## config.mk

```make
export PLATFORM = sky130hd
export DESIGN_NAME = logic_gate_unit
export DESIGN_NICKNAME = d
export VERILOG_FILES = /design/src/rtl/logic_gate_unit.sv
export SDC_FILE = /design/constraint.sdc
export NUM_CORES = 1
export LEC_CHECK = 0
export CAP_MARGIN = 20
export CORE_MARGIN = 2
export CORE_UTILIZATION = 48
export DETAILED_ROUTE_END_ITERATION = 12
export GPL_ROUTABILITY_DRIVEN = 0
export GPL_TIMING_DRIVEN = 0
export PLACE_DENSITY = 0.76
export SYNTH_ARGS = -nofsm -noshare
export SYNTH_HDL_FRONTEND = slang
export SYNTH_SLANG_ARGS = --single-unit
```

## constraint.sdc

```tcl
create_clock -name clk -period 2.7 [get_ports clk]
set_clock_uncertainty 0.15 [all_clocks]
set_input_delay 0.54 -clock clk [delete_from_list [all_inputs] [get_ports clk]]
set_output_delay 0.54 -clock clk [all_outputs]
set_load 0.03 [all_outputs]
```

## src/rtl/logic_gate_unit.sv

```systemverilog
// logic_gate_unit: applies one of eight bitwise gate functions to WIDTH-bit operands.
// Latency: the result is registered two edges after the input is accepted (S1 operands, then S2 result).
// Backpressure: valid/ready. in_ready = adv1 is combinational from out_ready, so a full pipe still sustains 1/cycle.
//
// Ports:
//   clk, rst              single clock, synchronous active-high reset
//   in_valid/in_ready     input handshake carrying op[2:0], a, b
//   out_valid/out_ready   output handshake carrying y and y_red
//   y_red                 {^y, |y, &y}; constant 0 unless LGU_REDUCE_EN is defined
//   done_cnt              completed output transfers, wraps modulo 2^CNT_W
//
// Build option: define LGU_REDUCE_EN to build the registered reduction bits.
module logic_gate_unit #(
  parameter int WIDTH = 8,
  parameter int CNT_W = 16
) (
  input  logic             clk,
  input  logic             rst,
  input  logic             in_valid,
  output logic             in_ready,
  input  logic [2:0]       op,
  input  logic [WIDTH-1:0] a,
  input  logic [WIDTH-1:0] b,
  output logic             out_valid,
  input  logic             out_ready,
  output logic [WIDTH-1:0] y,
  output logic [2:0]       y_red,
  output logic [CNT_W-1:0] done_cnt
);

  // Stage 1: captured operands
  logic             s1_valid_q, s1_valid_d;
  logic [2:0]       s1_op_q, s1_op_d;
  logic [WIDTH-1:0] s1_a_q, s1_a_d;
  logic [WIDTH-1:0] s1_b_q, s1_b_d;

  // Stage 2: registered result
  logic             s2_valid_q, s2_valid_d;
  logic [WIDTH-1:0] y_q, y_d;

  logic [CNT_W-1:0] done_cnt_q, done_cnt_d;

  logic             adv1, adv2;
  logic [WIDTH-1:0] result;

  always_comb begin
    // A stage may advance when it is empty or its successor is advancing.
    adv2 = !s2_valid_q || out_ready;
    adv1 = !s1_valid_q || adv2;

    result = '0;
    case (s1_op_q)
      3'd0:    result = ~s1_a_q;
      3'd1:    result = ~(s1_a_q & s1_b_q);
      3'd2:    result = ~(s1_a_q | s1_b_q);
      3'd3:    result = s1_a_q & s1_b_q;
      3'd4:    result = s1_a_q | s1_b_q;
      3'd5:    result = s1_a_q ^ s1_b_q;
      3'd6:    result = ~(s1_a_q ^ s1_b_q);
      default: result = s1_b_q;
    endcase

    s1_valid_d = s1_valid_q;
    s1_op_d    = s1_op_q;
    s1_a_d     = s1_a_q;
    s1_b_d     = s1_b_q;
    if (adv1) begin
      // Operands may be garbage when in_valid is low; only the valid bit matters.
      s1_valid_d = in_valid;
      s1_op_d    = op;
      s1_a_d     = a;
      s1_b_d     = b;
    end

    s2_valid_d = s2_valid_q;
    y_d        = y_q;
    if (adv2) begin
      s2_valid_d = s1_valid_q;
      y_d        = result;
    end

    done_cnt_d = done_cnt_q;
    if (s2_valid_q && out_ready) begin
      done_cnt_d = done_cnt_q + CNT_W'(1);
    end
  end

  always_ff @(posedge clk) begin
    if (rst) begin
      s1_valid_q <= 1'b0;
      s1_op_q    <= '0;
      s1_a_q     <= '0;
      s1_b_q     <= '0;
      s2_valid_q <= 1'b0;
      y_q        <= '0;
      done_cnt_q <= '0;
    end else begin
      s1_valid_q <= s1_valid_d;
      s1_op_q    <= s1_op_d;
      s1_a_q     <= s1_a_d;
      s1_b_q     <= s1_b_d;
      s2_valid_q <= s2_valid_d;
      y_q        <= y_d;
      done_cnt_q <= done_cnt_d;
    end
  end

`ifdef LGU_REDUCE_EN
  logic [2:0] y_red_q, y_red_d;

  // Reductions are taken from the same result loaded into y, so they share its stall behaviour.
  always_comb begin
    y_red_d = y_red_q;
    if (adv2) begin
      y_red_d = {^result, |result, &result};
    end
  end

  always_ff @(posedge clk) begin
    if (rst) begin
      y_red_q <= 3'b000;
    end else begin
      y_red_q <= y_red_d;
    end
  end

  assign y_red = y_red_q;
`else
  assign y_red = 3'b000;
`endif

  assign in_ready  = adv1;
  assign out_valid = s2_valid_q;
  assign y         = y_q;
  assign done_cnt  = done_cnt_q;

endmodule

```

### After elaboration in Yosys (flattened, before gate mapping)

Cells that the tools add are included.

* equal/unequal tests: 6
* add/sub/neg operators: 1
* mux-type cells: 1
* reduce and logical (&&, ||, !) cells: 6
* bitwise logic cells: 7

Operators with widths (count)
* $pmux 8 s7: 1
* $not 8->8: 4
* $add 16x1->16 const B: 1
* $eq 3x3->1 const B: 3
* $and 8x8->8: 1
* $or 8x8->8: 1
* $xor 8x8->8: 1
* $eq 3x2->1 const B: 2
* $eq 3x1->1 const B: 1
* $logic_not 3->1: 1
* $logic_not 1->1: 2
* $logic_or 1x1->1: 2
* $logic_and 1x1->1: 1

* input port bits: 23
* flip-flop bits (word level): 45
* output and inout port bits: 29

### Depth between registers and ports, before layout

* word-level depth: 3
* gate-level depth with buffers: 6

### Worst setup path after synthesis

No wires, ideal clock.

* path kind: reg2out
* start: register s2_valid_q (netlist: out_valid)
* end: output port in_ready
* path buffers: 1
* setup slack: 0.713 ns
* stages on the path, launching flop included: 5
* arrival time: 1.297 ns
* required time: 2.010 ns
* cell sequence: dfxtp_1 > nor2b_1 > and2_1 > inv_1 > clkbuf_1

* word-level cells in the longest chain between the ends: 3

RTL lines
* from (decl): RTL line 38 `logic s2_valid_q, s2_valid_d;`
* from (signal assigned): RTL line 102 `s2_valid_q <= s2_valid_d;`
* $logic_not 1->1: RTL line 48 `adv2 = !s2_valid_q || out_ready;`
* $logic_or 1x1->1: RTL line 48
* $logic_or 1x1->1: RTL line 49 `adv1 = !s1_valid_q || adv2;`
* to (decl): RTL line 20 `output logic in_ready,`

Every way passes these cells.

### Final worst setup path

* start: input port out_ready
* end: output port in_ready

* word-level cells in the longest chain between the ends: 2

RTL lines
* from (decl): RTL line 25 `input logic out_ready,`
* $logic_or 1x1->1: RTL line 48
* $logic_or 1x1->1: RTL line 49

Every way passes these cells.

==> impl_metrics.env <==
export IMPL_insertion_delay_ns=0.29
export IMPL_final_antenna_net_count=0
export IMPL_synth_cells=310
export IMPL_num_antenna_cells=0
export IMPL_syn_area_um2=2532
export IMPL_worst_slew_pin_slew_ns=0.5810
export IMPL_yosys_most_used_dff="dfxtp_1"
export IMPL_reg2reg_depth=5
export IMPL_final_hold_violation_count=0
export IMPL_grt_setup_unrepaired="false"
export IMPL_worstHoldPathCells=2
export IMPL_min_from="y[6]$_SDFFE_PP0P_"
export IMPL_rrSetupSlack_ns=0.69
export IMPL_die_w_um=76.64
export IMPL_area_growth_pct=26.19
export IMPL_initialDrtViolationCount=160
export IMPL_setup_violations=0
export IMPL_ys_seq_elements=45
export IMPL_reg2reg_to="y[2]$_SDFFE_PP0P_"
export IMPL_synth_edff_count=0
export IMPL_post_drt_via_cell_ratio=5.257
export IMPL_grt_pass1_wl_mm=9.949
export IMPL_num_rows=26
export IMPL_cp_arrival_ns=1.86
export IMPL_final_core_util=0.6257
export IMPL_synth_warnings=0
export IMPL_drt_wl_total_mm=5.900
export IMPL_cts_setup_buffers=0
export IMPL_synth_seq_area_share=0.3557
export IMPL_period_minus_slack_ns=2.554
export IMPL_cts_max_level=2
export IMPL_timing_fmax_ghz=0.3916
export IMPL_hold_buffers=0
export IMPL_final_nets=406
export IMPL_power_density_nw_per_um2=447.4
export IMPL_num_vias=2292
export IMPL_cts_root_buf="clkbuf_8"
export IMPL_required_ns=2.01
export IMPL_cts_buffers=5
export IMPL_path_clk_slew_ns=0.08
export IMPL_die_area_um2=5873
export IMPL_syn_area_per_cell_um2=8.169
export IMPL_ios=52
export IMPL_cts_sinks=45
export IMPL_status="completed"
export IMPL_synth_top_area_cell="dfxtp_1"
export IMPL_drive_gt1_frac=0.09563
export IMPL_r2r_start="out_valid$_SDFFE_PP0P_"
export IMPL_drtPass1Iterations=5
export IMPL_maxSlewViolCount=0
export IMPL_end_kind="output port"
export IMPL_port_buffers=48
export IMPL_whs_ns=0.3029
export IMPL_cts_tree="yes"
export IMPL_grt_pass1_vias=2149
export IMPL_cap_violations=0
export IMPL_drc=0
export IMPL_overflow=0
export IMPL_place_hpwl_mm=4.351
export IMPL_holdPathEnd="y[6]$_SDFFE_PP0P_"
export IMPL_ys_types=47
export IMPL_crit_type="in2out"
export IMPL_synth_area_leaders="dfxtp_1, ha_1, nand2_1"
export IMPL_ir_drop_mv=0.2191
export IMPL_start_kind="input pin"
export IMPL_grt_antenna_before_repair=0
export IMPL_synth_top_area_share=0.3557
export IMPL_max_slew_margin=0.6127
export IMPL_leakage_nw=1.292
export IMPL_fin_crit_sh=0.9459
export IMPL_clockBufferDepth=2
export IMPL_die_h_um=76.64
export IMPL_async_flop_share=0
export IMPL_path_max_fanout=11
export IMPL_start_util=0.4958
export IMPL_nFillCells=486
export IMPL_hp_class="reg2reg"
export IMPL_wl_per_cell_um=13.53
export IMPL_grt_start_max_net_pins=14
export IMPL_coreArea_um2=5107
export IMPL_grt_usage=0.2117
## worst max-delay path by stage
stage,slack [ns],to,start
after floorplan,0.71,in_ready,out_valid$_SDFFE_PP0P_
after global placement,-0.48,in_ready,out_ready
after detailed placement,-0.50,in_ready,out_ready
after CTS,0.04,in_ready,out_ready
after global routing,0.08,in_ready,out_ready
final,0.15,in_ready,out_ready
## sequential cells by signal, summed over array words and instances (netlist names)
name	flops
done_cnt	16
out_valid	1
s1_a_q	8
s1_b_q	8
s1_op_q	3
s1_valid_q	1
y	8
## synthesized netlist by cell type (2+ instances only)
master	number
a211oi_1	3
a21oi_1	25
a22o_1	3
a311oi_1	2
a32o_1	3
and2_1	2
and3_1	4
and4_1	2
buf_2	4
buf_4	4
buf_6	3
clkbuf_1	9
dfxtp_1	45
ha_1	17
inv_1	21
mux2_2	4
mux2i_1	5
mux4_2	2
nand2_1	50
nand2b_1	4
nand3_1	13
nand4_1	2
nor2_1	21
nor2b_1	5
nor3_1	3
o21ai_0	12
o21ai_1	4
o21ba_2	2
o32ai_1	4
or2_2	3
or3_1	2
or4_1	2
xnor2_1	3
xor2_1	9
## timing repair
action,CTS,global route
endpoints found under the setup margin,1,1
cloned,0,0
gates resized for setup,3,1
endpoints found under the hold margin,0,0
pin swaps,0,0
## cells by family after synthesis
kind of cell | Yosys count | share of synthesized area
xor+xnor | 12 | 0.04151
flops | 45 | 0.3557
fa+ha+maj | 17 | 0.08399
mux | 11 | 0.05533
simple gates | 116 | 0.2169
other cells | 1 | 0.001481
buf+inv | 43 | 0.08102
compound gates | 65 | 0.1640
## power breakdown
| group | leakage (nW) | internal, W | switching (W) |
|---|---|---|---|
| sequential | 0.371 | 0.000696 | 0.0000256 |
| clock | 0.0433 | 0.000203 | 0.000226 |
| combinational | 0.878 | 0.000135 | 0.000145 |
## through the flow
stage | instance area [um^2] | TNS, ns | instances | setup slack (ns) | power [W]
after floorplan | 2540 | 0 | 312 | 0.7130 | 0.0009114
after global placement | 3108 | -0.4834 | 430 | -0.4834 | 0.001006
after detailed placement | 3108 | -0.4995 | 430 | -0.4995 | 0.001014
after CTS | 3196 | 0 | 436 | 0.03922 | 0.001435
after global routing | 3196 | 0 | 436 | 0.08009 | 0.001491
final | 3196 | 0 | 436 | 0.1462 | 0.001430
## layer usage
layer / vias up / global-route usage / share of wire
met2: 56 / 0.3389 / 0.46
met1: 1065 / 0.2812 / 0.48
met3: 4 / 0.04147 / 0.043
met5: - / 0 / 0
li1: 1167 / - / -
met4: 0 / 0.08364 / 0.011
## cell usage in the layout, fill, tap and decap left out, drive strengths merged, types with 12 or more instances in the layout
cell type	n
nand3	13
nor2	21
buf	12
inv	21
nand2	51
o21ai	16
dfxtp	45
ha	17
a21oi	25
clkbuf	15
clkdlybuf4s50	47
## critical path, stage by stage
cell and delay (ns):
clkdlybuf4s50_1 0.48, nor2b_1 0.24, and2_1 0.21, inv_2 0.10
clkdlybuf4s15_2 0.29
## area by class of cell
cell class / count / area (um^2) / share of cell area
multi-input combinational: 224 / 1434 / 0.4487
sequential: 45 / 900.9 / 0.2819
timing repair buffer: 48 / 481.7 / 0.1507
buffer: 21 / 122.6 / 0.03837
tap: 70 / 87.58 / 0.02741
clock buffer: 6 / 82.58 / 0.02584
inverter: 21 / 78.83 / 0.02467
clock inverter: 1 / 7.507 / 0.002349
Note: power is estimated with default switching activity, not from simulation.
